<file path="config.mk">
export PLATFORM = sky130hd
export DESIGN_NAME = cordic_rx_buffer
export DESIGN_NICKNAME = d
export VERILOG_FILES = /design/src/rtl/cordic_rx_pkg.sv /design/src/rtl/cordic_rx_mem.sv /design/src/rtl/cordic_rx_buffer.sv
export SDC_FILE = /design/constraint.sdc
export NUM_CORES = 1
export LEC_CHECK = 0
export BUFFER_PORTS_ARGS = -buffer_cell sky130_fd_sc_hd__buf_4
export CAP_MARGIN = 20
export CORE_MARGIN = 1
export CORE_UTILIZATION = 52
export CTS_CLUSTER_DIAMETER = 40
export DETAILED_ROUTE_END_ITERATION = 16
export PLACE_DENSITY = 0.7
export SYNTH_ARGS = -nofsm -noshare
export SYNTH_HDL_FRONTEND = slang
export SYNTH_SLANG_ARGS = --single-unit
</file>
<file path="constraint.sdc">
create_clock -name i_clk -period 9.1 [get_ports i_clk]
set_input_delay 0.91 -clock i_clk [delete_from_list [all_inputs] [get_ports i_clk]]
set_output_delay 0.91 -clock i_clk [all_outputs]
set_load 0.005 [all_outputs]
</file>
<file path="src/rtl/cordic_rx_pkg.sv">
// Shared constants and types for the cordic_wrapper receive buffer.
package cordic_rx_pkg;

  localparam int RX_DATA_W     = 56;
  localparam int RX_DROP_CNT_W = 16;

  typedef logic [RX_DATA_W-1:0] cordic_word_t;

  // Pointer/count width: one extra bit beyond the index so full and empty are distinguishable.
  function automatic int rx_ptr_w(input int depth);
    return $clog2(depth) + 1;
  endfunction

endpackage

</file>
<file path="src/rtl/cordic_rx_mem.sv">
// Simple dual-port storage: synchronous write, asynchronous read, no reset.
module cordic_rx_mem #(
  parameter int DATA_WIDTH = 56,
  parameter int DEPTH      = 8,
  localparam int AW        = $clog2(DEPTH)
) (
  input  logic                  i_clk,
  input  logic                  we,
  input  logic [AW-1:0]         waddr,
  input  logic [DATA_WIDTH-1:0] wdata,
  input  logic [AW-1:0]         raddr,
  output logic [DATA_WIDTH-1:0] rdata
);

  logic [DATA_WIDTH-1:0] mem [DEPTH];

  always_ff @(posedge i_clk) begin
    if (we) mem[waddr] <= wdata;
  end

  assign rdata = mem[raddr];

endmodule

</file>
<file path="src/rtl/cordic_rx_buffer.sv">
// FWFT receive buffer for the CORDIC result stream; flags beats dropped while full.
// Optional CORDIC_RX_DROP_CNT_EN adds a saturating 16-bit drop counter on o_drop_cnt.
module cordic_rx_buffer
  import cordic_rx_pkg::*;
#(
  parameter int  DATA_WIDTH = RX_DATA_W,
  parameter int  DEPTH      = 8,
  localparam int CNT_WIDTH  = rx_ptr_w(DEPTH)
) (
  input  logic                  i_clk,
  input  logic                  i_async_rst,
  input  logic                  i_en,
  input  logic                  i_vld,
  input  logic [DATA_WIDTH-1:0] i_data,
  output logic                  o_vld,
  output logic [DATA_WIDTH-1:0] o_data,
  input  logic                  i_rdy,
  output logic                  o_full,
  output logic                  o_empty,
  output logic [CNT_WIDTH-1:0]  o_count,
`ifdef CORDIC_RX_DROP_CNT_EN
  output logic [RX_DROP_CNT_W-1:0] o_drop_cnt,
`endif
  output logic                  o_overflow,
  input  logic                  i_clr_ovf
);

  localparam int AW = CNT_WIDTH - 1;

  logic [CNT_WIDTH-1:0]  wr_ptr, rd_ptr, count;
  logic [DATA_WIDTH-1:0] rdata;
  logic                  full, empty, push, pop, drop, ovf;

  assign empty = (wr_ptr == rd_ptr);
  assign full  = (wr_ptr[AW] != rd_ptr[AW]) && (wr_ptr[AW-1:0] == rd_ptr[AW-1:0]);
  assign pop   = !empty && i_rdy;
  // A pop in the same cycle frees the slot, so a full buffer can still accept.
  assign push  = i_en && i_vld && (!full || pop);
  assign drop  = i_en && i_vld && full && !pop;

  cordic_rx_mem #(.DATA_WIDTH(DATA_WIDTH), .DEPTH(DEPTH)) u_mem (
    .i_clk (i_clk),
    .we    (push),
    .waddr (wr_ptr[AW-1:0]),
    .wdata (i_data),
    .raddr (rd_ptr[AW-1:0]),
    .rdata (rdata)
  );

  always_ff @(posedge i_clk or posedge i_async_rst) begin
    if (i_async_rst) begin
      wr_ptr <= '0;
      rd_ptr <= '0;
      count  <= '0;
      ovf    <= 1'b0;
    end else begin
      if (push) wr_ptr <= wr_ptr + CNT_WIDTH'(1);
      if (pop)  rd_ptr <= rd_ptr + CNT_WIDTH'(1);
      if (push && !pop)      count <= count + CNT_WIDTH'(1);
      else if (pop && !push) count <= count - CNT_WIDTH'(1);
      // Set has priority over clear so a drop is never lost.
      if (drop)           ovf <= 1'b1;
      else if (i_clr_ovf) ovf <= 1'b0;
    end
  end

`ifdef CORDIC_RX_DROP_CNT_EN
  logic [RX_DROP_CNT_W-1:0] drop_cnt;

  always_ff @(posedge i_clk or posedge i_async_rst) begin
    if (i_async_rst)                drop_cnt <= '0;
    else if (i_clr_ovf)             drop_cnt <= drop ? RX_DROP_CNT_W'(1) : '0;
    else if (drop && !(&drop_cnt))  drop_cnt <= drop_cnt + RX_DROP_CNT_W'(1);
  end

  assign o_drop_cnt = drop_cnt;
`endif

  assign o_vld      = !empty;
  assign o_data     = empty ? '0 : rdata;
  assign o_full     = full;
  assign o_empty    = empty;
  assign o_count    = count;
  assign o_overflow = ovf;

endmodule

</file>
==> out/metrics.yaml, run 1 <==
ys_async_sr_fraction_pct: 2.82
rsz0062_at_grt: "no"
gp_congestion: 0.728
p_leak_nw: 7.12
cts-resized-gates: 0
dp.cells: 1344
fillers: 2338
min_period_over_period_pct: 46.6
placed_cell_area_mm2: 0.0193
overflow: 0
final_area_mm2: 0.0210
fin_util_pct: 62.5
final_max_slew_viol_count: 0
yosys_warnings: 0
crit_required_ps: 8190
dominantRegCellSynth: "edfxtp_1"
syn_nets: 867
rows: 67
postRouteAntennaNets: 0
cp.arrival_ps: 3330
hp-class: "primary input to async pin"
fin_cells: 1437
grt_pass1_vias: 8711
clock_path_buffers: 3
synthSimpleGateAreaFrac_pct: 2.12
die_y_um: 188
io_pins: 126
synth_edf_count: 448
multi_input_area_mm2: 0.00388
ys_seq_area_share_pct: 76.9
dr.first_iter.drc_count: 651
cts_tree: "built"
min_period_ps: 4240
routedWlPerCell_um: 23.6
final_cell_mix: "edfxtp_1 (448), buf_4 (141), mux4_2 (112)"
htreeDepth: 2
die_w_um: 188
hold_buffers: 0
fin_skew_ps: 12.1
syn2layout_area_growth_pct: 17.5
vias: 8166
outcome: "completed"
setup_viol: 0
core_mm2: 0.0337
power.density_mw_per_mm2: 323
antenna_found_initial: 1
tightest_slew_ps: 1010
finalSetupTns_ps: 0
hpwl_um: 17200
synthAdderAreaFrac_pct: 0.461
final_layout_size_suffix_gt1_share_pct: 35.8
max-cap-violations: 0
ir_drop_mv: 0.226
start_util_pct: 53.2
syn_area_per_cell_um2: 22.4
slew-limit-headroom_pct: 32.7
post_cts_buffers: 0
final-hold-violation-count: 0
clock-sinks: 461
clk_latency_ps: 550
seq_area_mm2: 0.0138
cp_max_fo: 48
numCtsBuffers: 52
totalWireLength_um: 34000
cts-root-buf: "clkbuf_16"
track_usage_pct: 19.8
synth.distinct_cells: 42
nets: 1018
viasPerCell: 5.68
start_kind: "register"
grt_max_degree: 68
worstSetupPathType: "register to output pin"
remaining_drc_errors: 0
worst_setup_path_end_kind: "output pin"
synthXorXnorAreaFrac_pct: 0.719
synth_compound_area_share_pct: 0.684
ys_ff_latch: 461
max_freq_mhz: 236
syn_area_mm2: 0.0179
synth_top_family_by_area: "multiplexers"
port_buffers: 125
muxShareOfSynthArea_pct: 17.4
synthCells: 799
path_clk_slew_ps: 60
final_common_cell: "edfxtp_1"
grt_pass1_wl_um: 51900
firstDrtPassIters: 5
dieArea_mm2: 0.0352
[cell usage after synthesis, types with 2 or more instances]
cell | instances | area share, %
nand4_1 | 2 | 0.070
mux4_2 | 112 | 14
clkbuf_1 | 8 | 0.17
buf_6 | 10 | 0.63
dfrtp_1 | 13 | 1.8
o31ai_1 | 2 | 0.084
xnor2_2 | 3 | 0.27
nor3_1 | 3 | 0.084
ha_1 | 5 | 0.35
buf_1 | 2 | 0.042
a21o_1 | 2 | 0.084
inv_1 | 5 | 0.10
nor2_1 | 63 | 1.3
mux2_1 | 2 | 0.13
edfxtp_1 | 448 | 75
buf_2 | 23 | 0.64
o311ai_1 | 2 | 0.098
mux2i_1 | 56 | 3.1
nand2_1 | 8 | 0.17
nor4_1 | 3 | 0.10
xnor2_1 | 6 | 0.29
[kinds of logic (layout without fill, tap and decap cells)]
kind of cell,count (synthesis),count (layout)
AO/OA/AOI/OAI,14,14
XOR/XNOR,10,10
adder cells (fa/ha/maj),6,6
buffers and inverters,50,238
flip-flops,461,461
multiplexers,171,171
other,0,2
AND/OR/NAND/NOR,87,87
[through the flow]
step	power (W)	hold WS, ps	worst slack (ps)
2_1_floorplan	0.00404	500	1310
3_3_place_gp	0.00476	500	5370
3_5_place_dp	0.00480	516	5360
4_1_cts	0.00688	421	4790
5_1_grt	0.00710	458	4640
6_report	0.00679	429	4860
[flip-flops by register name (all words and copies together), names as in the netlist]
register and count:
o_overflow 1, o_count 4, rd_ptr 4, u_mem.mem 448
wr_ptr 4
[power by group]
part	internal [W]	total, W	leakage (nW)	switching, W
clock network	0.00127	0.00208	0.839	0.000806
logic	0.00106	0.00199	2.08	0.000931
registers	0.00253	0.00272	4.20	0.000188
[final cells by class]
| cell class | count | area share (%) |
|---|---|---|
| well taps | 448 | 2.66 |
| clock inverters | 31 | 1.80 |
| multi-input cells | 288 | 18.4 |
| flip-flops and latches | 461 | 65.5 |
| diodes | 2 | 0.0238 |
| clock buffers | 60 | 6.43 |
| inverters | 6 | 0.107 |
| repair buffers | 141 | 5.03 |
[worst max-delay path, cell delays in order, from the launching register on]
cell and delay, ps:
dfrtp_4 760, buf_4 840, mux4_2 590, mux2i_1 300, nor2_1 80, buf_4 160
[per-layer routing]
metal	up-vias	global-route usage (%)	part of all wire [%]
li1	3616	-	-
met1	4256	26.6	43
met2	237	33.2	50
met3	57	3.65	5.2
met4	0	5.88	2.4
met5	-	0	0
[path summary, 6_finish.rpt]
path	startpoint	slack [ps]	cells past startpoint	to
setup / recovery	rd_ptr[0]$_DFFE_PP0N_	4860	5	o_data[1]
hold / removal	i_async_rst	430	2	wr_ptr[2]$_DFFE_PP0P_
setup reg to reg	rd_ptr[1]$_DFFE_PP0N_	5470	11	o_count[3]$_DFFE_PP0P_
hold reg to reg	o_count[2]$_DFFE_PP0P_	520	2	o_count[2]$_DFFE_PP0P_
max in group asynchronous	i_async_rst	8240	2	rd_ptr[2]$_DFFE_PP0N_
min in group i_clk	o_count[2]$_DFFE_PP0P_	520	2	o_count[2]$_DFFE_PP0P_
Note: power is estimated with default switching activity, not from simulation.
==> run 2: changes to the inputs <==
==> constraint.sdc (replaced) <==
create_clock -name i_clk -period 4.4 [get_ports i_clk]
set_input_delay 0.44 -clock i_clk [delete_from_list [all_inputs] [get_ports i_clk]]
set_output_delay 0.44 -clock i_clk [all_outputs]
set_load 0.005 [all_outputs]
==> run 2 against run 1 <==
Routed wire length grew 0.75%. Core utilization increased by 0.43 points. Combinational power rose by 120%. Sequential share of layout area fell by 0.44 points. Total power up 110%. Clock power rose by 110%. Sequential cell count did not move. First-iteration DRC count grew 2.5%. Clock skew grew 11 ps. Setup slack got worse by 4300 ps. Critical path type unchanged. Critical endpoint is now o_data[43]. Highest routed layer is now met5.
==> out/metrics.yaml, run 2 (synthesis results as in run 1) <==
fin_skew_ps: 23.0
final_cell_mix: "edfxtp_1 (448), buf_4 (139), mux4_2 (112)"
worst_setup_path_end_kind: "output pin"
ir_drop_mv: 0.609
slowest_stage: "buf_4"
worstHoldStart: "i_data[52]"
die_y_um: 188
cts-resized-gates: 0
reg2reg_from: "rd_ptr[2]$_DFFE_PP0N_"
max_freq_mhz: 258
vias: 8341
postRouteAntennaNets: 0
syn2layout_area_growth_pct: 18.3
numCtsBuffers: 54
worst_slack_ps: 519
clk_latency_ps: 560
critPathMaxStageDelay_ps: 900
min_period_ps: 3880
cts_tree: "built"
htreeDepth: 2
r2r_setup_slack_ps: 1080
final_layout_size_suffix_gt1_share_pct: 36.3
final_max_slew_viol_count: 0
gp_congestion: 0.749
use_met3_pct: 4.10
path_depth: 6
io_pins: 126
antenna_found_initial: 2
cpMostUsedCell: "buf_4"
start_util_pct: 53.2
core_mm2: 0.0337
top_register: "u_mem.mem"
use_met1_pct: 27.1
totalWireLength_um: 34200
cpLargestDelayFamily: "buffers and inverters"
post_cts_buffers: 0
dr.first_iter.drc_count: 667
path_buf_inv: 3
hpwl_um: 18200
cp_max_fo: 70
clock_path_buffers: 3
fin_util_pct: 62.9
remaining_drc_errors: 0
die_w_um: 188
final_common_cell: "edfxtp_1"
port_buffers: 125
dieArea_mm2: 0.0352
setup_viol: 0
crit_required_ps: 3960
grt_max_degree: 116
rows: 67
final-hold-violation-count: 0
track_usage_pct: 19.8
grt_pass1_vias: 8753
path_clk_slew_ps: 60
cts-root-buf: "clkbuf_16"
hp-class: "primary input to register"
clock-sinks: 461
overflow: 0
whs_path_depth: 1
fin_hold_ws_ps: 106
start_kind: "register"
largest_reg_flops: 448
slew-limit-headroom_pct: 30.6
place_ws_ps: 1080
grt_pass1_wl_um: 52000
firstDrtPassIters: 6
viasPerCell: 5.77
crit_chain: "buf_4 > buf_4 > mux4_2 > mux2i_1 > nor2_1 > buf_4"
routedWlPerCell_um: 23.7
nets: 1023
gr-max-usage-layer: "met2"
min_period_over_period_pct: 88.2
power.total_w: 0.0141
rsz0062_at_grt: "no"
outcome: "completed"
tightest_slew_ps: 1030
worstSetupPathType: "register to output pin"
p_leak_nw: 7.19
regToRegEndpoint: "o_count[3]$_DFFE_PP0P_"
max-cap-violations: 0
power.density_mw_per_mm2: 667
holdPathEnd: "u_mem.mem[3][52]$_DFFE_PP_"
worstRegToRegCells: 11
grtUsageMet2_pct: 32.8
cp.arrival_ps: 3440
[run 2: cell count changes in the layout (fill, tap and decap cells not counted), moves of 2 or more]
cell / before / now
buf_12: 0 / 4
buf_4: 141 / 139
bufinv_16: 7 / 3
clkbuf_1: 7 / 4
clkbuf_16: 53 / 57
clkinv_1: 5 / 7
clkinv_2: 5 / 8
clkinv_4: 6 / 4
clkinv_8: 0 / 2
inv_6: 3 / 7
nor4_2: 2 / 0
nor4_4: 0 / 2
[run 2: worst register-to-register path, cell delays in order, from the launching register on]
cell and delay (ps):
dfrtp_4 650, xnor2_2 270, nand3_2 230, o31ai_4 320, inv_1 80, ha_1 220
inv_1 150, ha_1 250, a21o_1 200, a2111oi_0 450, a31oi_1 70, a221o_1 320
[run 2: report_power, final]
part	switching (W)	total [W]	internal, W
combinational	0.00211	0.00435	0.00224
sequential	0.000223	0.00546	0.00524
clock	0.00177	0.00433	0.00256
[run 2: how the worst max path moves through the flow]
stage,startpoint,end,slack [ps]
finish,rd_ptr[1]$_DFFE_PP0N_,o_data[43],520
floorplan,wr_ptr[0]$_DFFE_PP0P_,u_mem.mem[1][0]$_DFFE_PP_,-1000
global route,rd_ptr[1]$_DFFE_PP0N_,o_data[43],370
CTS,rd_ptr[1]$_DFFE_PP0N_,o_data[43],470
detailed placement,rd_ptr[2]$_DFFE_PP0N_,o_count[3]$_DFFE_PP0P_,1080
global placement,rd_ptr[1]$_DFFE_PP0N_,o_data[30],1120
[run 2: area by class of cell]
cell class,count,area (um2)
Antenna cell,1,2.50
Clock buffer,61,1440
Clock inverter,36,334
Fill cell,2311,12500
Inverter,6,22.5
Multi-Input combinational cell,288,3910
Sequential cell,461,13800
Tap cell,448,561
Timing Repair Buffer,144,1130
[run 2: what timing repair did]
item,CTS,global route
hold endpoints to repair,13,0
endpoints found under the setup margin,0,0
hold buffers,1,0
[run 2: metrics by stage]
| step | instance area, um2 | setup TNS [ps] | instances |
|---|---|---|---|
| CTS | 21200 | 0 | 1444 |
| detailed placement | 19400 | 0 | 1346 |
| finish | 21200 | 0 | 1445 |
| global placement | 19400 | 0 | 1346 |
| floorplan | 17900 | -141250 | 799 |
| global route | 21200 | 0 | 1445 |
[run 2: per-layer routing]
| metal | part of all wire (%) | vias to the layer above |
|---|---|---|
| met3 | 6.0 | 47 |
| met5 | 0.050 | - |
| li1 | - | 3642 |
| met1 | 42 | 4407 |
| met2 | 50 | 243 |
| met4 | 1.7 | 2 |
==> run 3: changes to the inputs <==
--- a/config.mk
+++ b/config.mk
@@ -12,6 +12,7 @@
 export CTS_CLUSTER_DIAMETER = 40
 export DETAILED_ROUTE_END_ITERATION = 16
 export PLACE_DENSITY = 0.7
+export RECOVER_POWER = 50
 export SYNTH_ARGS = -nofsm -noshare
 export SYNTH_HDL_FRONTEND = slang
 export SYNTH_SLANG_ARGS = --single-unit
==> run 3 against run 2 <==
Core utilization shrank 0.73 points. Worst hold slack gained 100 ps. Register-to-register slack lost 600 ps. Via count shrank 0.12%. Global-route usage is the same. Clock skew grew 2.5 ps. Fmax shrank 1.1%. Total power shrank 0.38%.
==> out/metrics.yaml, run 3 (synthesis results as in run 1) <==
outcome: "completed"
rsz0062_at_grt: "no"
nets: 1023
gp_congestion: 0.749
vias: 8331
syn2layout_area_growth_pct: 16.9
start_util_pct: 53.2
top_register: "u_mem.mem"
worst_slack_ps: 477
crit_required_ps: 4850
rows: 67
largest_reg_flops: 448
totalWireLength_um: 34200
p_leak_nw: 6.97
power.internal_w: 0.0100
fillers: 2374
switching_share_pct: 28.9
finalSetupTns_ps: 0
numCtsBuffers: 54
firstDrtPassIters: 5
min_period_over_period_pct: 89.2
hp-class: "primary input to register"
max_freq_mhz: 255
clk_latency_ps: 570
routedWlPerCell_um: 23.7
power_switching_w: 0.00408
viasPerCell: 5.76
clkPwrFrac_pct: 30.7
remaining_drc_errors: 0
overflow: 0
path_buf_inv: 2
crit_chain: "xnor2_2 > nand3_1 > o31ai_4 > inv_1 > ha_1 > inv_1 > ha_1 > a21o_1 > a2111oi_0 > a31oi_1 > a221o_1"
final-hold-violation-count: 0
tightest_slew_ps: 1440
clock-sinks: 461
power.density_mw_per_mm2: 673
io_pins: 126
postRouteAntennaNets: 0
worstSetupPathType: "register to register"
start_kind: "register"
setup_viol: 0
max-cap-violations: 0
dr.first_iter.drc_count: 712
core_mm2: 0.0337
cpLargestDelayFamily: "compound AO/OA/AOI/OAI gates"
dieArea_mm2: 0.0352
port_buffers: 125
combPwrFrac_pct: 30.5
cts_tree: "built"
post_cts_buffers: 0
p_seq_share_pct: 38.7
ir_drop_mv: 0.607
grt_max_degree: 116
min_period_ps: 3920
final_layout_size_suffix_gt1_share_pct: 30.1
grt_pass1_vias: 8753
slew-limit-headroom_pct: 3.79
cp_max_fo: 19
htreeDepth: 2
final_common_cell: "edfxtp_1"
cts-root-buf: "clkbuf_16"
final_max_slew_viol_count: 0
hpwl_um: 18200
fin_skew_ps: 25.5
worst_setup_path_end_kind: "register"
place_ws_ps: 1080
grt_pass1_wl_um: 52000
path_clk_slew_ps: 60
clock_path_buffers: 3
final_cell_mix: "edfxtp_1 (448), mux4_2 (112), buf_4 (74)"
die_y_um: 188
die_w_um: 188
slowest_stage: "dfrtp_1"
track_usage_pct: 19.8
antenna_found_initial: 4
cp.arrival_ps: 4380
critPathMaxStageDelay_ps: 1170
## run 3: changes by cell type in the layout (fill, tap and decap cells not counted), moves of 2 or more
cell | before | now
buf_4 | 139 | 74
o311ai_1 | 2 | 0
o311ai_0 | 0 | 2
clkbuf_4 | 0 | 8
clkbuf_1 | 4 | 61
## run 3: power by group through the flow
| stage | combinational (W) | clock (W) | sequential [W] |
|---|---|---|---|
| 2_1_floorplan | 0.00292 | 0 | 0.00544 |
| 3_3_place_gp | 0.00440 | 0 | 0.00553 |
| 3_5_place_dp | 0.00444 | 0 | 0.00555 |
| 4_1_cts | 0.00446 | 0.00440 | 0.00546 |
| 5_1_grt | 0.00469 | 0.00457 | 0.00549 |
| 6_report | 0.00430 | 0.00433 | 0.00546 |
## run 3: path summary, 6_finish.rpt
kind | depth (start not counted) | slack (ps) | endpoint | start
hold reg to reg | 2 | 520 | o_count[2]$_DFFE_PP0P_ | o_count[2]$_DFFE_PP0P_
hold / removal | 3 | 210 | o_overflow$_DFFE_PP0P_ | i_clr_ovf
setup reg to reg | 11 | 480 | o_count[3]$_DFFE_PP0P_ | rd_ptr[2]$_DFFE_PP0N_
setup / recovery | 11 | 480 | o_count[3]$_DFFE_PP0P_ | rd_ptr[2]$_DFFE_PP0N_
min in group asynchronous | 3 | 470 | wr_ptr[0]$_DFFE_PP0P_ | i_async_rst
max in group asynchronous | 3 | 3510 | rd_ptr[0]$_DFFE_PP0N_ | i_async_rst
## run 3: cell type report
class	count	area [um2]	share of cell area, %
antenna	2	5.00	0.0239
tap	448	561	2.68
clock buffer	61	1440	6.88
timing repair buffer	144	920	4.39
clock inverter	36	334	1.59
multi-input combinational	288	3880	18.5
inverter	6	22.5	0.108
sequential	461	13800	65.8
## run 3: per-layer routing
metal	GRT usage (%)	share of wire, %
met1	27.1	43
met2	32.8	49
met3	4.10	6.3
met4	5.22	1.7
met5	0	0.091
## run 3: stage by stage
stage	std cells	instance area, um2	util, %	total power [W]	hold slack, ps
6_report	1446	20900	62.2	0.0141	207
2_1_floorplan	799	17900	-	0.00836	317
5_1_grt	1445	20900	62.1	0.0147	208
3_5_place_dp	1346	19400	57.6	0.00999	503
3_3_place_gp	1346	19400	57.6	0.00994	499
4_1_cts	1444	21200	62.9	0.0143	81.5
## run 3: worst min-delay path, delay by kind of cell
kind | cells | cell delay [ps]
buffers and inverters | 2 | 160
AOI/OAI and AO/OA | 1 | 130
## run 3: timing repair
action | CTS | global route
hold buffers | 1 | 0
hold endpoints to repair | 13 | 0
gates resized for setup | 0 | 0
